<file path="src/rtl/hazard_ctrl.sv">
// Five-stage RV32I hazard controller: stall/flush generation, E-stage forwarding and memory-wait timeout.
// Optional performance counters are built when HAZARD_PERF_CNT_EN is defined.
module hazard_ctrl #(
  parameter int MEM_TIMEOUT = 16,
  parameter int WCNT_W      = $clog2(MEM_TIMEOUT + 1)
) (
  input  logic        Clk,
  input  logic        Reset,
  input  logic [4:0]  Rs1_d,
  input  logic [4:0]  Rs2_d,
  input  logic [4:0]  Rs1_e,
  input  logic [4:0]  Rs2_e,
  input  logic [4:0]  Rd_e,
  input  logic [4:0]  Rd_m,
  input  logic [4:0]  Rd_w,
  input  logic        Reg_write_m,
  input  logic        Reg_write_w,
  input  logic        Load_e,
  input  logic        Pc_src_e,
  input  logic        Mem_req_m,
  input  logic        Mem_ready,
  output logic        Stall_f,
  output logic        Stall_d,
  output logic        Stall_e,
  output logic        Stall_m,
  output logic        Flush_d,
  output logic        Flush_e,
  output logic        Flush_w,
  output logic [1:0]  Forward_a_e,
  output logic [1:0]  Forward_b_e,
  output logic        Mem_err,
  output logic [31:0] Stall_cycles,
  output logic [31:0] Flush_events
);

  typedef enum logic [1:0] {RUN, MWAIT, ERR} state_e;

  localparam logic [WCNT_W-1:0] TimeoutLast = WCNT_W'(MEM_TIMEOUT - 1);

  state_e            state_q;
  logic [WCNT_W-1:0] wait_cnt_q;
  logic              mem_err_q;

  logic mem_stall;
  logic lw_stall;
  logic frozen;
  logic branch_flush;

  assign mem_stall = Mem_req_m && !Mem_ready;
  assign lw_stall  = Load_e && (Rd_e != 5'd0) && ((Rd_e == Rs1_d) || (Rd_e == Rs2_d));
  assign frozen    = (state_q == ERR) || mem_stall;

  // M-stage result is newer than W, so it wins when both match the source.
  function automatic logic [1:0] fwd_sel(input logic [4:0] rs);
    if (Reg_write_m && (Rd_m != 5'd0) && (Rd_m == rs)) return 2'b10;
    else if (Reg_write_w && (Rd_w != 5'd0) && (Rd_w == rs)) return 2'b01;
    else return 2'b00;
  endfunction

  always_comb begin
    Stall_f      = 1'b0;
    Stall_d      = 1'b0;
    Stall_e      = 1'b0;
    Stall_m      = 1'b0;
    Flush_d      = 1'b0;
    Flush_e      = 1'b0;
    Flush_w      = 1'b0;
    Forward_a_e  = 2'b00;
    Forward_b_e  = 2'b00;
    branch_flush = 1'b0;
    if (Reset) begin
      Flush_d = 1'b1;
      Flush_e = 1'b1;
      Flush_w = 1'b1;
    end else begin
      Forward_a_e = fwd_sel(Rs1_e);
      Forward_b_e = fwd_sel(Rs2_e);
      if (frozen) begin
        Stall_f = 1'b1;
        Stall_d = 1'b1;
        Stall_e = 1'b1;
        Stall_m = 1'b1;
        Flush_w = 1'b1;
      end else if (Pc_src_e) begin
        Flush_d      = 1'b1;
        Flush_e      = 1'b1;
        branch_flush = 1'b1;
      end else if (lw_stall) begin
        Stall_f = 1'b1;
        Stall_d = 1'b1;
        Flush_e = 1'b1;
      end
    end
  end

  // Wait counter tracks consecutive unready cycles; reaching the limit latches ERR until reset.
  always_ff @(posedge Clk) begin
    if (Reset) begin
      state_q    <= RUN;
      wait_cnt_q <= '0;
      mem_err_q  <= 1'b0;
    end else begin
      case (state_q)
        RUN, MWAIT: begin
          if (mem_stall) begin
            wait_cnt_q <= wait_cnt_q + 1'b1;
            if (wait_cnt_q == TimeoutLast) begin
              state_q   <= ERR;
              mem_err_q <= 1'b1;
            end else begin
              state_q <= MWAIT;
            end
          end else begin
            state_q    <= RUN;
            wait_cnt_q <= '0;
          end
        end
        default: begin
          state_q   <= ERR;
          mem_err_q <= 1'b1;
        end
      endcase
    end
  end

  assign Mem_err = mem_err_q;

`ifdef HAZARD_PERF_CNT_EN
  logic [31:0] stall_cnt_q, stall_cnt_d;
  logic [31:0] flush_cnt_q, flush_cnt_d;

  always_comb begin
    stall_cnt_d = stall_cnt_q;
    flush_cnt_d = flush_cnt_q;
    if (Stall_f) stall_cnt_d = stall_cnt_q + 32'd1;
    if (branch_flush) flush_cnt_d = flush_cnt_q + 32'd1;
  end

  always_ff @(posedge Clk) begin
    if (Reset) begin
      stall_cnt_q <= '0;
      flush_cnt_q <= '0;
    end else begin
      stall_cnt_q <= stall_cnt_d;
      flush_cnt_q <= flush_cnt_d;
    end
  end

  assign Stall_cycles = stall_cnt_q;
  assign Flush_events = flush_cnt_q;
`else
  assign Stall_cycles = 32'd0;
  assign Flush_events = 32'd0;
`endif

endmodule

</file>
<file path="config.mk">
export PLATFORM = sky130hd
export DESIGN_NAME = hazard_ctrl
export DESIGN_NICKNAME = d
export VERILOG_FILES = /design/src/rtl/hazard_ctrl.sv
export SDC_FILE = /design/constraint.sdc
export NUM_CORES = 1
export LEC_CHECK = 0
export BUFFER_PORTS_ARGS = -buffer_cell sky130_fd_sc_hd__buf_2
export CAP_MARGIN = 0
export CORE_MARGIN = 3
export CORE_UTILIZATION = 38
export DETAILED_ROUTE_END_ITERATION = 8
export PLACE_DENSITY = 0.94
export SLEW_MARGIN = 20
export SYNTH_ARGS = -nofsm -noshare
export SYNTH_HDL_FRONTEND = slang
export SYNTH_SLANG_ARGS = --single-unit
</file>
<file path="constraint.sdc">
create_clock -name Clk -period 2.25 [get_ports Clk]
set_input_delay 0.45 -clock Clk [delete_from_list [all_inputs] [get_ports Clk]]
set_output_delay 0.45 -clock Clk [all_outputs]
set_load 0.01 [all_outputs]
</file>
Yosys cells after proc, flatten, opt, wreduce, memory -nomap -nowiden:

Cells that the tools add are included.

* output and inout port bits: 76
* flip-flop bits (word level): 8
* word-level logic and storage cells: 63

* $add $sub $neg: 1
* equal/unequal tests: 11
* reductions and logical operators: 19
* mux-type cells: 26
* bitwise operators: 2

Operators by type and width (number)
* equality test 5 bit: 6
* two-way mux 1 bit: 18
* nonzero test 5 bit: 3
* two-way mux 2 bit: 7
* logical AND 1 bit: 9
* adder 5 x 1 -> 5 bit, second input constant: 1
* equality test 5 x 4 -> 1 bit, second input constant: 1
* two-way mux 5 bit: 1
* inequality test 2 bit, second input constant: 2
* OR reduction 3 bit: 1
* equality test 2 x 1 -> 1 bit, second input constant: 1
* equality test 2 bit, second input constant: 1
* zero test 2 bit: 1
* logical OR 1 bit: 2
* inverter 1 bit: 2
* AND reduction 2 bit: 1
* OR reduction 2 bit: 1
* zero test 1 bit: 1

Depth between registers and ports, before layout:

* depth after elaboration: 7
* depth in mapped cells: 6
* depth with buffers taken out: 6

Least setup slack after synthesis:

OpenSTA, ideal clock, no wires.

* path kind: input-to-output
* start point: input port Rd_m[1]
* end point: output port Forward_b_e[0]
* stages: 4
* setup slack: 201 ps
* data arrival time: 1599 ps
* data required time: 1800 ps
* path buffers: 0
* path through: or4_1 -> o21ai_2 -> nor3_2 -> nor4_2

* word-level cells in the longest chain between the ends: 5
* elaborated cells on any way between the ends: 6
* those cells by class: eq/ne (1); mux (2); reduce/logical (3)

RTL lines
* start: declaration: RTL line 14 `input logic [4:0] Rd_m,`
* nonzero test 5 bit: RTL line 55 `if (Reg_write_m && (Rd_m != 5'd0) && (Rd_m == rs)) return 2'b10;`
* logical AND 1 bit: RTL line 55
* logical AND 1 bit (*): RTL line 55
* two-way mux 2 bit (*): RTL line 55
* two-way mux 2 bit (*): RTL line 71 `if (Reset) begin`
* end: declaration: RTL line 30 `output logic [1:0] Forward_b_e,`

Every way passes the cells marked *; elsewhere a longest branch is shown, timed or not.

Worst setup path after layout:

* start point: input port Rd_w[3]
* end point: output port Forward_b_e[0]

* word-level cells in the longest chain between the ends: 6
* elaborated cells on any way between the ends: 7
* those cells by class: eq/ne (1); mux (3); reduce/logical (3)

RTL lines
* start: declaration: RTL line 15 `input logic [4:0] Rd_w,`
* nonzero test 5 bit: RTL line 56 `else if (Reg_write_w && (Rd_w != 5'd0) && (Rd_w == rs)) return 2'b01;`
* logical AND 1 bit: RTL line 56
* logical AND 1 bit (*): RTL line 56
* two-way mux 1 bit (*): RTL line 56
* two-way mux 2 bit (*): RTL line 55
* two-way mux 2 bit (*): RTL line 71

Marks and branches as above.

==> results.ini <==
[status]
status = finished, final reports clean

[cts]
clkTransAtPathRegs_ns = 0.05
htreeDepth = 1
clockBufferDepth = 2
cts_tree = built
cts_hold_buf = 0
cts_inserted_buffers = 3
clock_sinks = 8
worstSkewPairLatency_ns = 0.26
cts-root-buf = clkbuf_4

[layout]
instances_no_fill = 269
drive_above_1_share = 0.311
diodes = 0
final_cell_area_um2 = 1450
area_growth_pct = 12.0
final_net_count = 272
fillers = 350

[floorplan]
core_um2 = 3150
fp-row-count = 20
initial_core_util = 0.411
die_area_um2 = 4140
die_w_um = 64.4
ioPinCount = 119
die_h_um = 64.4

[setup_path]
path_cells = buf_2 > xor2_1 > or4_4 > nor4_2 > buf_2
crit_fanout = 3
cp.arrival_ns = 1.71
worstPathRequired_ns = 1.80
crit_type = in2out
end_kind = output pin
crit_slowest_cell = or4_4
worstRegToRegCells = 6
max_stage_delay_ns = 0.54
path_common_cell = buf_2
worst_setup_path_start_kind = input port

[run]
drv_cap = 0

[placed_design]
placed_area_um2 = 1390
dp_slack_ns = 0.0197
place.port_buffers = 54
hpwl_um = 2460
placed_cells = 265
gp_congestion = 0.826

[route]
drt-vias-per-instance = 3.97
wl_per_cell_um = 10.2
ant_nets = 0
vias = 1068
drt-pass1-iter-count = 4
wirelength_um = 2740
drt-initial-drc-count = 25
drc = 0

[sta]
rsz0062_at_grt = false
setup_viol_count_final = 0
setup_ws_ns = 0.0871
finalCritPeriodShare = 0.961
finalCriticalPeriod_ns = 2.16
final.setup_skew_ns = 0.00326
slew_viol_final = 0
setup_tns_ns = 0
hold_viol_final = 0
fmax_ghz = 0.462

[worst_hold_path]
hold_depth = 2
hold_path_class = reg2reg

[synth]
syn_area_per_cell_um2 = 7.75
synth-xor-area-share = 0.223
synthArstFlopShare = 0
synth-main-ff-cell = dfxtp_1
synth_top_family_by_area = buffers and inverters
synth-seq-area-share = 0.124
yosys_warnings = 0
synth_seq_cells = 8
muxShareOfSynthArea = 0
syn_area_um2 = 1290
synthAdderAreaFrac = 0.0193
synth_edf_count = 0
synth_compound_area_frac = 0.0676
netlist.area_leader.share = 0.383
netlist_top_cells_count = 66 x buf_4, 20 x xor2_1, 13 x xnor2_1
synthTopCellsByArea = buf_4 38%, xor2_1 14%, dfxtp_1 12%
synth-simple-area-share = 0.169
synth_top_area_cell = buf_4
yosysUniqueCellTypes = 32
synth.most_common_cell = buf_4
synthCells = 167

[global_route]
grt_pass1_vias = 976
grt_max_degree = 13
grt.total_usage = 0.122
grt_first_pass_wirelength_um = 4060
antenna_found_initial = 0
grt_overflow = 0

[power]
swShare = 0.386
pwr-share-clk = 0.242
power_density_nw_per_um2 = 320
vdd.ir_drop.worst_mv = 0.120
power.leakage_nw = 0.761
p_int_mw = 0.285
p_sw_mw = 0.179
pwr-share-comb = 0.447
p_seq_frac = 0.311

-- critical path, delay by kind of cell --
kind / cells / cell delay (ns)
buf+inv: 2 / 0.29
xor+xnor: 1 / 0.15
simple gates: 2 / 0.82
-- path summary, 6_finish.rpt --
check	slack, ns	start	to
min	0.47	Mem_err$_SDFFE_PP0P_	Mem_err$_SDFFE_PP0P_
min reg2reg	0.47	Mem_err$_SDFFE_PP0P_	Mem_err$_SDFFE_PP0P_
max	0.09	Rd_w[3]	Forward_b_e[0]
max reg2reg	0.92	wait_cnt_q[0]$_SDFFE_PP0N_	wait_cnt_q[4]$_SDFFE_PP0N_
-- power by group through the flow --
stage	Combinational (mW)	Clock [mW]	Sequential (mW)
after detailed placement	0.198	0	0.147
after global routing	0.231	0.123	0.145
final	0.207	0.112	0.144
after global placement	0.192	0	0.147
after CTS	0.198	0.115	0.144
after floorplan	0.203	0	0.147
-- cells in the final DEF (no fill, tap or decap), types with 4 or more instances in the layout --
master   netlist  routed
conb_1         1      64
nor2_1        12      12
buf_4         66       5
nand2_1        4       4
buf_2          0      54
xnor2_1       13      13
dfxtp_1        8       8
xor2_1        20      20
-- per-layer routing --
layer	up-vias	routed length, um	global-route usage
met1	467	924	0.124
met5	-	0	0
met3	7	255	0.0158
li1	531	-	-
met2	63	1490	0.240
met4	0	70	0.0580
-- registers in the layout (all words and copies together), names as in the netlist --
name,count
wait_cnt_q,5
state_q,2
Mem_err,1
-- layout make-up --
cell class | count | area, um^2 | area share
clock buffers | 3 | 22.5 | 0.0155
inverters | 2 | 7.51 | 0.00518
multi-input cells | 152 | 886 | 0.611
flip-flops and latches | 8 | 160 | 0.110
well taps | 44 | 55.1 | 0.0380
repair buffers | 60 | 319 | 0.220
-- through the flow --
step	hold slack [ns]	total power, mW	util
2_1_floorplan	0.449	0.350	-
3_3_place_gp	0.448	0.340	0.441
3_5_place_dp	0.471	0.346	0.441
4_1_cts	0.478	0.458	0.448
5_1_grt	0.515	0.498	0.460
6_report	0.470	0.464	0.460
-- kinds of logic (layout without fill, tap and decap cells) --
group	Yosys count	count (layout)
xor gates and xnor gates	33	33
buffers and inverters	70	65
adders and majority gates	2	2
DFF	8	8
AOI/OAI and AO/OA	13	13
other	1	64
and+or+nand+nor	40	40
-- repair_timing --
action | in CTS | in global routing
hold endpoints to repair | 0 | 0
gates resized for setup | 0 | 6
endpoints found under the setup margin | 0 | 2
setup buffers | 0 | 1
(Power assumes the default switching activity.)
